<file path="config.mk">
export PLATFORM = sky130hd
export DESIGN_NAME = hazard_ctrl
export DESIGN_NICKNAME = d
export VERILOG_FILES = /design/src/rtl/hazard_ctrl_pkg.sv /design/src/rtl/hazard_ctrl_fwd_sel.sv /design/src/rtl/hazard_ctrl.sv
export SDC_FILE = /design/constraint.sdc
export NUM_CORES = 1
export LEC_CHECK = 0
export CORE_MARGIN = 5
export CORE_UTILIZATION = 45
export CTS_CLUSTER_SIZE = 40
export DETAILED_ROUTE_END_ITERATION = 10
export HOLD_SLACK_MARGIN = 0.1
export PLACE_DENSITY = 0.83
export SYNTH_ARGS = -nofsm -noshare
export SYNTH_HDL_FRONTEND = slang
export SYNTH_HIERARCHICAL = 1
export SYNTH_SLANG_ARGS = --single-unit
</file>
<file path="constraint.sdc">
create_clock -name clk -period 1.8 [get_ports clk]
set_input_delay 0.36 -clock clk [delete_from_list [all_inputs] [get_ports clk]]
set_output_delay 0.36 -clock clk [all_outputs]
set_load 0.02 [all_outputs]
</file>
<file path="src/rtl/hazard_ctrl_pkg.sv">
// Shared types and forward-select encodings for the hazard controller.
// Optional perf counters in hazard_ctrl are enabled by HAZARD_PERF_EN.
package hazard_ctrl_pkg;

   localparam int REG_AW = 5;
   localparam int SEL_W  = 2;

   typedef logic [REG_AW-1:0] reg_t;
   typedef logic [SEL_W-1:0]  sel_t;

   localparam sel_t FWD_REG = 2'd0;
   localparam sel_t FWD_EX  = 2'd1;
   localparam sel_t FWD_MEM = 2'd2;
   localparam sel_t FWD_WB  = 2'd3;

   typedef struct packed {
      reg_t wa;
      logic we;
      logic ld;
   } stage_t;

   // x0 is hardwired, so it never forwards
   function automatic logic hit(
      input logic we,
      input reg_t wa,
      input reg_t ra
   );
      return we && (wa == ra) && (ra != '0);
   endfunction

endpackage

</file>
<file path="src/rtl/hazard_ctrl_fwd_sel.sv">
// Per-operand forward-select matcher (fwd_sel): EX > MEM > WB > regfile.
// Used twice by hazard_ctrl, once per source operand.
import hazard_ctrl_pkg::*;

module hazard_ctrl_fwd_sel (
   input  reg_t ra,
   input  logic rd_en,
   input  reg_t ex_wa,
   input  logic ex_we,
   input  reg_t mem_wa,
   input  logic mem_we,
   input  reg_t wb_wa,
   input  logic wb_we,
   output sel_t sel
);

   always_comb begin
      sel = FWD_REG;
      if (!rd_en)
         sel = FWD_REG;
      else if (hit(ex_we, ex_wa, ra))
         sel = FWD_EX;
      else if (hit(mem_we, mem_wa, ra))
         sel = FWD_MEM;
      else if (hit(wb_we, wb_wa, ra))
         sel = FWD_WB;
   end

endmodule

</file>
<file path="src/rtl/hazard_ctrl.sv">
// Pipeline hazard controller: forward selects, load-use/branch stalls, flushes.
// Define HAZARD_PERF_EN to add stall/flush cycle counters.
import hazard_ctrl_pkg::*;

module hazard_ctrl (
   input  logic        clk,
   input  logic        rst,
   input  logic        id_valid_i,
   input  reg_t        id_ra1_i,
   input  reg_t        id_ra2_i,
   input  logic        id_use1_i,
   input  logic        id_use2_i,
   input  reg_t        id_wa_i,
   input  logic        id_we_i,
   input  logic        id_load_i,
   input  logic        id_br_i,
   input  logic        id_taken_i,
   input  logic        mem_wait_i,
   output sel_t        sel_ra1_o,
   output sel_t        sel_ra2_o,
   output logic        stall_if_o,
   output logic        stall_id_o,
   output logic        flush_id_o,
   output logic        bubble_ex_o
`ifdef HAZARD_PERF_EN
   ,
   output logic [31:0] stall_cnt_o,
   output logic [31:0] flush_cnt_o
`endif
);

   stage_t ex_q;
   stage_t mem_q;
   stage_t wb_q;
   stage_t id_s;
   logic   rst_q;
   logic   blk;
   logic   ex_hit;
   logic   hz;
   sel_t   sel1;
   sel_t   sel2;

   hazard_ctrl_fwd_sel u_fwd1 (
      .ra     (id_ra1_i),
      .rd_en  (id_use1_i),
      .ex_wa  (ex_q.wa),
      .ex_we  (ex_q.we),
      .mem_wa (mem_q.wa),
      .mem_we (mem_q.we),
      .wb_wa  (wb_q.wa),
      .wb_we  (wb_q.we),
      .sel    (sel1)
   );

   hazard_ctrl_fwd_sel u_fwd2 (
      .ra     (id_ra2_i),
      .rd_en  (id_use2_i),
      .ex_wa  (ex_q.wa),
      .ex_we  (ex_q.we),
      .mem_wa (mem_q.wa),
      .mem_we (mem_q.we),
      .wb_wa  (wb_q.wa),
      .wb_we  (wb_q.we),
      .sel    (sel2)
   );

   assign ex_hit = (id_use1_i && hit(ex_q.we, ex_q.wa, id_ra1_i))
                || (id_use2_i && hit(ex_q.we, ex_q.wa, id_ra2_i));

   // Loads need MEM; branches compare in ID so even ALU results are too late
   assign hz = id_valid_i && ex_hit && (ex_q.ld || id_br_i);

   // Outputs are quiet during reset and the following cycle
   assign blk = rst || rst_q;

   always_comb begin
      sel_ra1_o   = FWD_REG;
      sel_ra2_o   = FWD_REG;
      stall_if_o  = 1'b0;
      stall_id_o  = 1'b0;
      flush_id_o  = 1'b0;
      bubble_ex_o = 1'b0;
      if (!blk) begin
         sel_ra1_o   = sel1;
         sel_ra2_o   = sel2;
         stall_if_o  = hz || mem_wait_i;
         stall_id_o  = hz || mem_wait_i;
         bubble_ex_o = hz && !mem_wait_i;
         flush_id_o  = id_taken_i && id_valid_i
                    && !hz && !mem_wait_i;
      end
   end

   assign id_s = '{
      wa: id_wa_i,
      we: id_we_i && id_valid_i,
      ld: id_load_i && id_valid_i
   };

   always_ff @(posedge clk) begin
      if (rst) begin
         ex_q  <= '0;
         mem_q <= '0;
         wb_q  <= '0;
         rst_q <= 1'b1;
      end else begin
         rst_q <= 1'b0;
         if (!mem_wait_i) begin
            wb_q  <= mem_q;
            mem_q <= ex_q;
            ex_q  <= bubble_ex_o ? '0 : id_s;
         end
      end
   end

`ifdef HAZARD_PERF_EN
   always_ff @(posedge clk) begin
      if (rst) begin
         stall_cnt_o <= '0;
         flush_cnt_o <= '0;
      end else begin
         if (bubble_ex_o && (stall_cnt_o != '1))
            stall_cnt_o <= stall_cnt_o + 32'd1;
         if (flush_id_o && (flush_cnt_o != '1))
            flush_cnt_o <= flush_cnt_o + 32'd1;
      end
   end
`endif

endmodule

</file>
==> results.yml <==
run_status:
  status: "finished, violations left"
  violations: "setup timing"
timing:
  slew_viol_final: 0
  setup_violations: 12
  fmax_mhz: 424
  layout_setup_ws_ns: -0.560
  min_period_ns: 2.36
  report.final.hold_viol_count: 0
  maxSlewHeadroom: 0.664
  grt_setup_unrepaired: "yes"
  fin_tns_setup_ns: -4.07
  min_period_over_period: 1.31
  timing.hold.ws_ns: 0.554
  tightest_slew_ns: 0.498
  finClkSkew_ns: 0.00734
setup_path:
  cp-end-kind: "output port"
  cp.required_ns: 1.44
  cp_max_fo: 4
  crit_arrival_ns: 2.00
  cp-start-kind: "flop"
  critical_path_class: "reg -> out"
global_routing:
  track_usage: 0.279
  gr-total-overflow: 0
  grt_first_pass_wirelength_um: 9100
  grt_max_degree: 20
  first_global_vias: 1835
  antenna_found_initial: 0
floorplan:
  row_count: 20
  die_x_um: 66.2
  die_h_um: 66.2
  core_area_um2: 3030
  io_pins: 33
  die_area_um2: 4380
  initial_core_util: 0.469
logic_synthesis:
  ys_seq_area_frac: 0.282
  synth_top_area_frac: 0.282
  synthTopCellsByCount: "xnor2_1, dfxtp_1, nor2_1"
  yosys.area.top_type: "dfxtp_1"
  async_reset_ff_frac: 0
  yosys_warnings: 6
  synth.most_common_cell: "xnor2_1"
  syn_inst: 166
  synth.area.top_cells: "dfxtp_1, xnor2_1, xor2_1"
  synth_edf_count: 0
  synthDistinctLibCells: 40
  synth_top_flop_cell: "dfxtp_1"
  syn_avg_cell_area_um2: 8.55
  ys_ff_latch: 20
  syn_area_um2: 1420
  syn_nets: 191
routing:
  vias: 1718
  drtAntennaViolNets: 0
  wl_per_cell_um: 22.5
  viasPerCell: 5.88
  drt_first_iter_violations: 144
  drcViolationCount: 0
  routed_wl_um: 6570
  firstDrtPassIters: 4
finish:
  antennaDiodeCount: 0
  regArea_um2: 434
  drive_above_1_share: 0.532
  fin_cells: 292
  num-fill-cells: 136
  nets: 274
  multi_input_area_um2: 1310
  syn_to_final_growth_pct: 81.0
  stdcell_area_um2: 2570
cts:
  clk_latency_ns: 0.32
  cts_sinks: 20
  cts_buffer_depth: 2
  clock-root-buffer: "clkbuf_4"
  postCtsHoldBufs: 0
  clk_pin_slew_worst_paths_ns: 0.12
  cts_tree: "done"
  cts_max_level: 1
  cts_buffers: 3
placement:
  portBuffers: 32
  place_inst: 279
  hpwl_um: 3600
  place_congestion: 0.950
  post-place-ws_ns: -1.32
  dpl-instance-area_um2: 2130
power:
  p_leak_nw: 1.03
  ir_drop_v: 0.000545
  p_per_area_nw_per_um2: 455
worst_hold_path:
  hp-class: "reg -> reg"
flow_run:
  cap_violations: 0
-- worst max-delay path, cell delays in order, from the launching register on --
cell and delay, ns:
dfxtp_4 0.40, buf_4 0.16, xnor2_2 0.16, nand4_1 0.22
nor4_4 0.27, o21a_1 0.21, and2_4 0.15, buf_6 0.11
-- worst paths after layout --
| kind | from | endpoint | slack (ns) | cells past startpoint |
|---|---|---|---|---|
| worst max register to register | ex_q[5] | ex_q[0] | -0.05 | 8 |
| worst min register to register | wb_q[3] | wb_q[3] | 0.55 | 2 |
| worst max-delay path | ex_q[5] | sel_ra2_o[0] | -0.56 | 7 |
| worst min-delay path | wb_q[3] | wb_q[3] | 0.55 | 2 |
-- registers in the layout, indices dropped and copies added, names as in the netlist --
register and count:
mem_q 6, ex_q 7, wb_q 6, rst_q 1
-- cell type report --
type	count	area share
Clock buffer	4	0.0141
Inverter	7	0.0102
Multi-Input combinational cell	134	0.511
Sequential cell	20	0.169
Tap cell	44	0.0214
Timing Repair Buffer	83	0.274
-- per-stage QoR --
step,power [mW],utilization
2_1_floorplan,0.615,-
3_3_place_gp,0.772,0.705
3_5_place_dp,0.786,0.705
4_1_cts,1.09,0.794
5_1_grt,1.21,0.848
6_report,1.17,0.848
-- logic make-up after synthesis --
kind of cell | share of synthesized area
simple gates | 0.235
flops | 0.282
mux | 0.0847
xor+xnor | 0.235
buf+inv | 0.0362
compound gates | 0.128
-- per-layer routing --
| metal | vias to the layer above | global-route usage | share of wire |
|---|---|---|---|
| li1 | 747 | - | - |
| met1 | 817 | 0.305 | 0.38 |
| met2 | 111 | 0.498 | 0.49 |
| met3 | 43 | 0.0391 | 0.067 |
| met4 | 0 | 0.173 | 0.068 |
| met5 | - | 0 | 0 |
-- layout by cell type, fill, tap and decap left out, types with 2 or more instances in the layout --
cell type / synthesis / final
xnor2_2: 0 / 7
dfxtp_4: 0 / 6
xor2_2: 0 / 2
nand4_1: 4 / 4
xnor2_4: 0 / 3
o22ai_1: 4 / 4
nor2_1: 15 / 15
or4_4: 1 / 3
a211oi_2: 2 / 2
a32o_1: 2 / 2
and2_4: 0 / 4
clkbuf_4: 0 / 3
xor2_1: 14 / 11
inv_1: 7 / 6
nand2_1: 12 / 12
buf_2: 2 / 6
or3_1: 4 / 4
nor4_2: 0 / 2
nor2_4: 0 / 2
buf_4: 1 / 47
o21a_1: 2 / 2
dfxtp_2: 0 / 9
o211ai_1: 2 / 2
dfxtp_1: 20 / 5
nor4_4: 0 / 4
buf_6: 0 / 14
dlygate4sd2_1: 0 / 2
xnor2_1: 24 / 14
nand3b_1: 2 / 2
mux2i_1: 12 / 12
clkdlybuf4s50_1: 0 / 12
-- power breakdown --
| part | switching [mW] | internal [mW] | leakage [nW] |
|---|---|---|---|
| combinational | 0.199 | 0.205 | 0.838 |
| clock | 0.152 | 0.124 | 0.0210 |
| sequential | 0.0324 | 0.456 | 0.172 |
| total | 0.383 | 0.784 | 1.03 |
-- timing repair --
action / CTS / global route
cloned: 0 / 0
pin swaps: 26 / 20
resized for setup: 138 / 32
endpoints found under the setup margin: 15 / 15
buffers inserted: 9 / 2
Note: power is estimated with default switching activity, not from simulation.
